===== src/rtl/reloj_pkg.sv =====
// Shared types and channel indices for the clock's button front end.
package reloj_pkg;

  typedef enum logic [1:0] {
    LOCKOUT = 2'd0,
    IDLE    = 2'd1,
    HELD    = 2'd2,
    REPEAT  = 2'd3
  } estado_boton_t;

  localparam int unsigned BTN_INCR = 0;
  localparam int unsigned BTN_DECR = 1;
  localparam int unsigned BTN_CAMB = 2;
  localparam int unsigned BTN_EST  = 3;

  // Only the step buttons auto-repeat by default.
  localparam logic [3:0] REP_MASK_DEF = 4'((1 << BTN_INCR) | (1 << BTN_DECR));

endpackage


===== src/rtl/canal_boton.sv =====
// One button channel: 2-flop synchroniser, debounce, press/repeat FSM.
module canal_boton
  import reloj_pkg::*;
#(
  parameter int unsigned DEB_CYC   = 20,
  parameter int unsigned REP_DELAY = 1000,
  parameter int unsigned REP_RATE  = 250,
  parameter bit          REP_EN    = 1'b0
) (
  input  logic clk,
  input  logic reset,
  input  logic btn_n_i,
  output logic pulso_o,
  output logic nivel_o,
  output logic bloqueo_o
);

  // Two extra cycles cover the synchroniser refilling after reset, so a
  // button held through reset cannot look released for DEB_CYC cycles.
  localparam int unsigned LOCK_CYC = DEB_CYC + 2;
  localparam int unsigned REP_MAX0 = (REP_DELAY > REP_RATE) ? REP_DELAY : REP_RATE;
  localparam int unsigned REP_MAX  = (REP_MAX0 > LOCK_CYC) ? REP_MAX0 : LOCK_CYC;
  localparam int unsigned DEB_W    = $clog2(DEB_CYC + 1);
  localparam int unsigned REP_W    = $clog2(REP_MAX + 1);

  logic              sync1_q;
  logic              sync2_q;
  logic              pulsado;
  logic              pendiente;
  logic [DEB_W-1:0]  cnt_deb_q;
  logic              nivel_q;
  estado_boton_t     estado_q;
  logic [REP_W-1:0]  cnt_rep_q;
  logic [REP_W-1:0]  objetivo;
  logic              pulso_q;
  logic              bloqueo_q;

  assign pulsado   = ~sync2_q;
  assign pendiente = (pulsado != nivel_q);
  assign objetivo  = (estado_q == HELD) ? REP_W'(REP_DELAY - 1) : REP_W'(REP_RATE - 1);

  // Synchronise the raw pin; reset value means released.
  always_ff @(posedge clk) begin
    if (reset) begin
      sync1_q <= 1'b1;
      sync2_q <= 1'b1;
    end else begin
      sync1_q <= btn_n_i;
      sync2_q <= sync1_q;
    end
  end

  // Accept a level change after DEB_CYC consecutive disagreeing cycles.
  always_ff @(posedge clk) begin
    if (reset) begin
      cnt_deb_q <= '0;
      nivel_q   <= 1'b0;
    end else if (!pendiente) begin
      cnt_deb_q <= '0;
    end else if (cnt_deb_q == DEB_W'(DEB_CYC - 1)) begin
      cnt_deb_q <= '0;
      nivel_q   <= pulsado;
    end else if (cnt_deb_q != DEB_W'(DEB_CYC)) begin
      cnt_deb_q <= cnt_deb_q + DEB_W'(1);
    end
  end

  // Press/repeat FSM; pulses come one cycle after the debounced rise.
  always_ff @(posedge clk) begin
    if (reset) begin
      estado_q  <= LOCKOUT;
      cnt_rep_q <= '0;
      pulso_q   <= 1'b0;
      bloqueo_q <= 1'b1;
    end else begin
      pulso_q <= 1'b0;
      case (estado_q)
        LOCKOUT: begin
          if (!pulsado && !nivel_q) begin
            if (cnt_rep_q == REP_W'(LOCK_CYC - 1)) begin
              cnt_rep_q <= '0;
              estado_q  <= IDLE;
              bloqueo_q <= 1'b0;
            end else if (cnt_rep_q != REP_W'(REP_MAX)) begin
              cnt_rep_q <= cnt_rep_q + REP_W'(1);
            end
          end else begin
            cnt_rep_q <= '0;
          end
        end
        IDLE: begin
          if (nivel_q) begin
            pulso_q   <= 1'b1;
            cnt_rep_q <= '0;
            estado_q  <= HELD;
          end
        end
        HELD, REPEAT: begin
          if (!nivel_q) begin
            cnt_rep_q <= '0;
            estado_q  <= IDLE;
          end else if (!pendiente) begin
            if (REP_EN && (cnt_rep_q == objetivo)) begin
              pulso_q   <= 1'b1;
              cnt_rep_q <= '0;
              estado_q  <= REPEAT;
            end else if (cnt_rep_q != REP_W'(REP_MAX)) begin
              cnt_rep_q <= cnt_rep_q + REP_W'(1);
            end
          end
        end
        default: begin
          cnt_rep_q <= '0;
          estado_q  <= LOCKOUT;
          bloqueo_q <= 1'b1;
        end
      endcase
    end
  end

  assign pulso_o   = pulso_q;
  assign nivel_o   = nivel_q;
  assign bloqueo_o = bloqueo_q;

endmodule


===== src/rtl/acondicionador_botones.sv =====
// Conditions the four raw clock buttons into clean press/repeat pulses.
module acondicionador_botones
  import reloj_pkg::*;
#(
  parameter int unsigned      N_BTN     = 4,
  parameter int unsigned      DEB_CYC   = 20,
  parameter int unsigned      REP_DELAY = 1000,
  parameter int unsigned      REP_RATE  = 250,
  parameter logic [N_BTN-1:0] REP_MASK  = N_BTN'(REP_MASK_DEF)
) (
  input  logic             clk,
  input  logic             reset,
  input  logic [N_BTN-1:0] btn_n,
  output logic [N_BTN-1:0] pulso,
  output logic [N_BTN-1:0] nivel,
  output logic             bloqueado
);

  logic [N_BTN-1:0] bloqueo;

  // One independent channel per button.
  for (genvar i = 0; i < int'(N_BTN); i++) begin : g_canal
    canal_boton #(
      .DEB_CYC   (DEB_CYC),
      .REP_DELAY (REP_DELAY),
      .REP_RATE  (REP_RATE),
      .REP_EN    (REP_MASK[i])
    ) u_canal (
      .clk       (clk),
      .reset     (reset),
      .btn_n_i   (btn_n[i]),
      .pulso_o   (pulso[i]),
      .nivel_o   (nivel[i]),
      .bloqueo_o (bloqueo[i])
    );
  end

  assign bloqueado = |bloqueo;

endmodule


===== config.mk =====
export PLATFORM = sky130hd
export DESIGN_NAME = acondicionador_botones
export DESIGN_NICKNAME = d
export VERILOG_FILES = /design/src/rtl/reloj_pkg.sv /design/src/rtl/canal_boton.sv /design/src/rtl/acondicionador_botones.sv
export SDC_FILE = /design/constraint.sdc
export NUM_CORES = 1
export LEC_CHECK = 0
export ABC_CLOCK_PERIOD_IN_PS = 1800
export BUFFER_PORTS_ARGS = -buffer_cell sky130_fd_sc_hd__buf_2
export CAP_MARGIN = 25
export CORE_MARGIN = 2
export CORE_UTILIZATION = 46
export DETAILED_ROUTE_END_ITERATION = 8
export PLACE_DENSITY = 0.74
export SLEW_MARGIN = 10
export SYNTH_ARGS = -nofsm -noshare
export SYNTH_HDL_FRONTEND = slang
export SYNTH_SLANG_ARGS = --single-unit

===== constraint.sdc =====
create_clock -name clk -period 1.8 [get_ports clk]
set_input_delay 0.36 -clock clk [delete_from_list [all_inputs] [get_ports clk]]
set_output_delay 0.36 -clock clk [all_outputs]
set_load 0.03 [all_outputs]

======== After elaboration in Yosys (flattened, before gate mapping) ========
Cells that the tools add are included.
word-level totals
  register bits after elaboration ......... 88
  bits in latches ......................... 0
  memory bits (writable) .................. 0
  bits in read-only memories .............. 0
  output and inout port bits .............. 9
  memories ................................ 0
cells by class
  add/subtract/negate cells ............... 8
  multipliers ............................. 0
  divide/modulo/power cells ............... 0
  $lt $le $gt $ge ......................... 0
  equality and inequality tests ........... 54
  shift-type cells ........................ 0
  muxes and demuxes ....................... 68
  bitwise operators ....................... 10
  reductions and logical operators ........ 39
operators by type and width
  cell                                                                     count
  10-bit 2-to-1 mux                                                        28
  10-bit one-hot mux with 3 select lines                                   4
  10-bit by 1-bit adder with 10-bit output, second input constant          4
  10-bit by 5-bit equality test with 1-bit output, second input constant   4
  2-bit 2-to-1 mux                                                         20
  10-bit inequality test, second input constant                            4
  2-bit by 1-bit inequality test with 1-bit output, second input constant  12
  2-bit one-hot mux with 3 select lines                                    4
  5-bit by 1-bit adder with 5-bit output, second input constant            4
  10-bit equality test                                                     2
  5-bit equality test, second input constant                               4
  5-bit inequality test, second input constant                             4
  3-bit inequality test, second input constant                             6
  2-bit equality test, second input constant                               8
  2-bit AND reduction                                                      8
  3-bit AND reduction                                                      4
  2-bit OR reduction                                                       6
  3-bit OR reduction                                                       4
  1-bit 2-to-1 mux                                                         10
  1-bit NOT                                                                10
  5-bit AND reduction                                                      2
  2-bit by 1-bit equality test with 1-bit output, second input constant    4
  2-bit zero test                                                          4
  4-bit AND reduction                                                      2
  6 further kinds                                                          17

======== Logic depth before layout (Yosys ltp) ========
  depth in word-level cells ............... 7
  gate-level depth with buffers ........... 8
  gate-level depth less buffers ........... 7

======== Cells and area by module ========
A second synthesis with hierarchy kept.
unflattened totals
  cells, all modules ...................... 504
  area, all modules ....................... 4,521.8 sq um
modules (own cells, without submodules)
  module                                 times used  cells an instance  area an instance (sq um)
  canal_boton at g_canal[0].u_canal ...  2           127                1,127.3
  canal_boton at g_canal[3].u_canal      1           125                1,139.8
  canal_boton at g_canal[2].u_canal      1           124                1,119.8
  acondicionador_botones                 1           1                  7.5

======== Worst setup path after synthesis ========
Ideal clock, no wire load.
  path kind ............................... flip-flop to flip-flop
  from .................................... register g_canal[2].u_canal.cnt_rep_q[0]
  to ...................................... register g_canal[2].u_canal.cnt_rep_q[0]
  library setup time ...................... 128 ps
  arrival ................................. 1,800 ps
  setup slack ............................. -128 ps
  cell stages (with the launch flop) ...... 7
  period minus slack after synthesis ...... 1,928 ps
  cell sequence ........................... dfxtp_1 ha_1 or4b_1 nor4_2 nor2_1 o31ai_4 nor2_1
on the way
  longest elaborated chain between the ends .. 5
ends and longest elaborated chain
  what                                                                                line                                   source
  start, declared                                                                     canal_boton.sv:33                      logic [REP_W-1:0] cnt_rep_q;
  start signal, assigned                                                              canal_boton.sv:85                      cnt_rep_q <= cnt_rep_q + REP_W'(1);
  start signal, assigned                                                              canal_boton.sv:108                     cnt_rep_q <= cnt_rep_q + REP_W'(1);
  10-bit by 1-bit adder with 10-bit output or 10-bit inequality test (tied branches)  --
  10-bit 2-to-1 mux                                                                   canal_boton.sv:84, canal_boton.sv:107
  10-bit 2-to-1 mux (on tied branches)                                                canal_boton.sv:102, canal_boton.sv:80
  10-bit 2-to-1 mux (on tied branches)                                                canal_boton.sv:99, canal_boton.sv:79
  10-bit one-hot mux with 3 select lines (*)                                          canal_boton.sv:77                      case (estado_q)
Mark *: on every way between the ends. The rest lies on a longest branch, timed or not. The select of a mux whose other input is x is not followed.
A chain may end at the register's enable or synchronous reset.

======== Worst setup path after layout ========
  from .................................... register g_canal[1].u_canal.cnt_rep_q[1]
  to ...................................... register g_canal[1].u_canal.cnt_rep_q[9]
on the way
  longest elaborated chain between the ends .. 6
ends and longest elaborated chain
  what                                                                                line                                   source
  start, declared                                                                     canal_boton.sv:33
  start signal, assigned                                                              canal_boton.sv:85
  start signal, assigned                                                              canal_boton.sv:108
  10-bit by 1-bit adder with 10-bit output or 10-bit inequality test (tied branches)  --
  10-bit 2-to-1 mux                                                                   canal_boton.sv:84, canal_boton.sv:107
  10-bit 2-to-1 mux                                                                   canal_boton.sv:103                     if (REP_EN && (cnt_rep_q == objetivo)) begin
  10-bit 2-to-1 mux                                                                   canal_boton.sv:102                     end else if (!pendiente) begin
  10-bit 2-to-1 mux                                                                   canal_boton.sv:99                      if (!nivel_q) begin
  10-bit one-hot mux with 3 select lines (*)                                          canal_boton.sv:77
Marks and branches as above.

==> load_flow_metrics.sql <==
INSERT INTO impl_metrics (metric_group, metric, value, unit) VALUES
('detailed_routing', 'ant_nets', '0', ''),
('layout', 'drive_gt1_share', '24.2', '%'),
('pwr', 'pwr-share-clk', '35.2', '%'),
('detailed_routing', 'detailed_route_via_count', '3742', ''),
('synth', 'post_syn_instances', '508', ''),
('grt', 'global_route.peak_usage_layer', 'met2', ''),
('die', 'start_util', '46.9', '%'),
('sta', 'setup_slack', '-0.0337', 'ns'),
('setup_path', 'crit_chain', 'inv_2 -> ha_4 -> or3b_4 -> nor4_4 -> nor4b_4 -> a311oi_4 -> buf_4 -> o32ai_2', ''),
('synth', 'yosysSeqAreaShare', '38.9', '%'),
('layout', 'seqCellArea', '1770', 'um2'),
('clocking', 'h-tree-depth', '3', ''),
('clocking', 'cts_made_buffers', '9', ''),
('place', 'dpl_worst_slack', '-0.0794', 'ns'),
('setup_path', 'cpPeakStageDelay', '0.38', 'ns'),
('grt', 'gr_met2_demand_resource', '30.2', '%'),
('grt', 'grt_start_max_net_pins', '20', ''),
('flow_run', 'max-cap-violations', '0', ''),
('synth', 'synth-warning-count', '0', ''),
('layout', 'layout_fillers', '880', ''),
('setup_path', 'start_kind', 'flip-flop', ''),
('sta', 'final-max-slew-violation-count', '0', ''),
('synth', 'netlist-cell-type-count', '57', ''),
('sta', 'setup_viol', '8', ''),
('run_status', 'run_status', 'complete, but fails checks', ''),
('pwr', 'power_frac_seq', '57.1', '%'),
('die', 'die_height', '103', 'um'),
('pwr', 'power.ir.vdd_worst', '288', 'uV'),
('grt', 'grt_pass1_vias', '3534', ''),
('synth', 'ys_async_sr_fraction', '0', '%'),
('sta', 'final-hold-violation-count', '0', ''),
('detailed_routing', 'detailedRoute.firstPassIterationCount', '4', ''),
('sta', 'final_critical_path_required_period', '1.83', 'ns'),
('sta', 'fmax', '545', 'MHz'),
('die', 'die_w', '103', 'um'),
('pwr', 'p_sw', '0.851', 'mW'),
('layout', 'multiInputGateArea', '2740', 'um2'),
('pwr', 'fin_total_pwr', '3.53', 'mW'),
('sta', 'final.period_utilization', '102', '%'),
('synth', 'syn_area', '4520', 'um2'),
('layout', 'num-nets-final', '592', ''),
('detailed_routing', 'detail_route.wl_per_cell', '13.1', 'um'),
('grt', 'initial_antenna_violation_count', '0', ''),
('synth', 'synth.net_count', '538', ''),
('detailed_routing', 'drt-initial-drc-count', '85', ''),
('setup_path', 'worstPathMaxFanout', '2', ''),
('setup_path', 'critPathSlowestCell', 'or3b_4', ''),
('layout', 'n_antenna_cell', '0', ''),
('detailed_routing', 'drc', '0', ''),
('grt', 'groute.layer.met3.usage', '3.43', '%'),
('die', 'core_region_area', '9640', 'um2'),
('pwr', 'internal_power', '2.68', 'mW'),
('grt', 'global_route_wire_length_before_repair', '15.0', 'mm'),
('clocking', 'cts.sink_count', '88', ''),
('setup_path', 'cp_num_buf_inv', '2', ''),
('clocking', 'ctsRootBufferMaster', 'clkbuf_8', ''),
('hold_path', 'hold_path_class', 'in2reg', ''),
('sta', 'worst_slew_margin_rel', '64.9', '%'),
('layout', 'layout.cells.most_common_list', 'dfxtp_1 (82), nor2_1 (56), buf_4 (48), nand3_1 (28), xor2_1 (28)', ''),
('layout', 'layout.cells.most_common', 'dfxtp_1', ''),
('die', 'boundaryPins', '15', ''),
('pwr', 'power.share.combinational', '7.7', '%'),
('setup_path', 'reg2reg_setup_slack', '-0.03', 'ns'),
('sta', 'unrepaired_setup_endpoints_after_global_routing', 'true', ''),
('run_status', 'violated_checks', 'setup timing', ''),
('sta', 'clock_skew', '0.00620', 'ns'),
('setup_path', 'worst-setup-path-type', 'reg2reg', ''),
('detailed_routing', 'avgViaCountPerCell', '5.35', ''),
('synth', 'postSynthRegisterBits', '88', ''),
('place', 'routability_congestion', '0.871', ''),
('grt', 'grt.met1_usage', '20.9', '%');
==> final cells by class <==
type / instances / share of cell area [%]
Tap cell: 133 / 3.06
Multi-Input combinational cell: 370 / 50.4
Inverter: 27 / 1.86
Clock buffer: 12 / 2.85
Sequential cell: 88 / 32.5
Timing Repair Buffer: 66 / 9.02
Clock inverter: 3 / 0.322
==> synthesized netlist by cell type, types with 7 or more instances <==
master,n,area (um2)
or3b_2,7,61.3
nand2b_1,11,68.8
nand3_1,28,140
xor2_1,28,245
nand4b_1,8,70.1
buf_4,8,60.1
nor2_1,61,229
clkbuf_1,14,52.6
a311oi_1,7,61.3
dfxtp_1,88,1760
ha_1,24,300
nand2_1,17,63.8
inv_1,27,101
nor3_1,12,60.1
xnor2_1,15,131
or2_2,9,56.3
nor4bb_1,8,80.1
and3_1,9,56.3
nor3b_1,8,60.1
a21oi_1,25,125
nand4_1,16,100
==> power groups by stage <==
stage / Combinational, mW / Clock, mW / Sequential, mW
2_1_floorplan: 0.157 / 0 / 2.06
3_3_place_gp: 0.237 / 0 / 2.05
3_5_place_dp: 0.247 / 0 / 2.06
4_1_cts: 0.254 / 1.29 / 2.01
5_1_grt: 0.303 / 1.35 / 2.02
6_report: 0.273 / 1.24 / 2.01
==> cells by family (layout without fill, tap and decap cells) <==
group	count (synthesis)	in the layout	synth area share, %
flops	88	88	38.9
fa+ha+maj	24	24	6.64
mux	4	4	0.885
compound gates	70	70	11.4
buf+inv	50	108	4.84
simple gates	229	229	29.0
xor+xnor	43	43	8.32
==> flip-flops by register name, indices dropped and copies added, names as in the netlist <==
signal                     cells
g_canal.u_canal.cnt_rep_q     40
g_canal.u_canal.estado_q       8
g_canal.u_canal.sync1_q        4
g_canal.u_canal.pulso_o        4
g_canal.u_canal.sync2_q        4
g_canal.u_canal.cnt_deb_q     20
g_canal.u_canal.bloqueo_o      4
g_canal.u_canal.nivel_o        4
==> metrics by stage <==
stage	TNS [ns]	util (%)	instances	hold slack, ns	area (um2)
2_1_floorplan	-0.00807	-	508	0.389	4590
6_report	-0.193	56.4	699	0.172	5440
5_1_grt	-1.80	56.4	699	0.177	5440
3_5_place_dp	-0.480	52.8	681	0.395	5090
3_3_place_gp	-0.00818	52.8	681	0.393	5090
4_1_cts	-0.102	55.0	697	0.161	5300
==> repair_timing <==
action / in CTS / in global routing
endpoints found under the setup margin: 13 / 42
buffers inserted: 1 / 2
pin swaps: 0 / 11
gates resized for setup: 8 / 32
==> metal layers <==
metal	vias to the layer above	routed length [um]	part of all wire (%)
met5	-	0	0
met4	0	231	2.5
met3	17	226	2.5
met2	49	4500	49
met1	1775	4190	46
li1	1901	-	-
==> final timing paths <==
| check | cells after the start | endpoint | startpoint |
|---|---|---|---|
| hold / removal | 2 | g_canal[2].u_canal.sync1_q$_SDFF_PP1_ | btn_n[2] |
| hold reg to reg | 1 | g_canal[2].u_canal.sync2_q$_SDFF_PP1_ | g_canal[2].u_canal.sync1_q$_SDFF_PP1_ |
| setup / recovery | 8 | g_canal[1].u_canal.cnt_rep_q[9]$_SDFFE_PP0P_ | g_canal[1].u_canal.cnt_rep_q[1]$_SDFFE_PP0P_ |
| setup reg to reg | 8 | g_canal[1].u_canal.cnt_rep_q[9]$_SDFFE_PP0P_ | g_canal[1].u_canal.cnt_rep_q[1]$_SDFFE_PP0P_ |
Note: power is estimated with default switching activity, not from simulation.
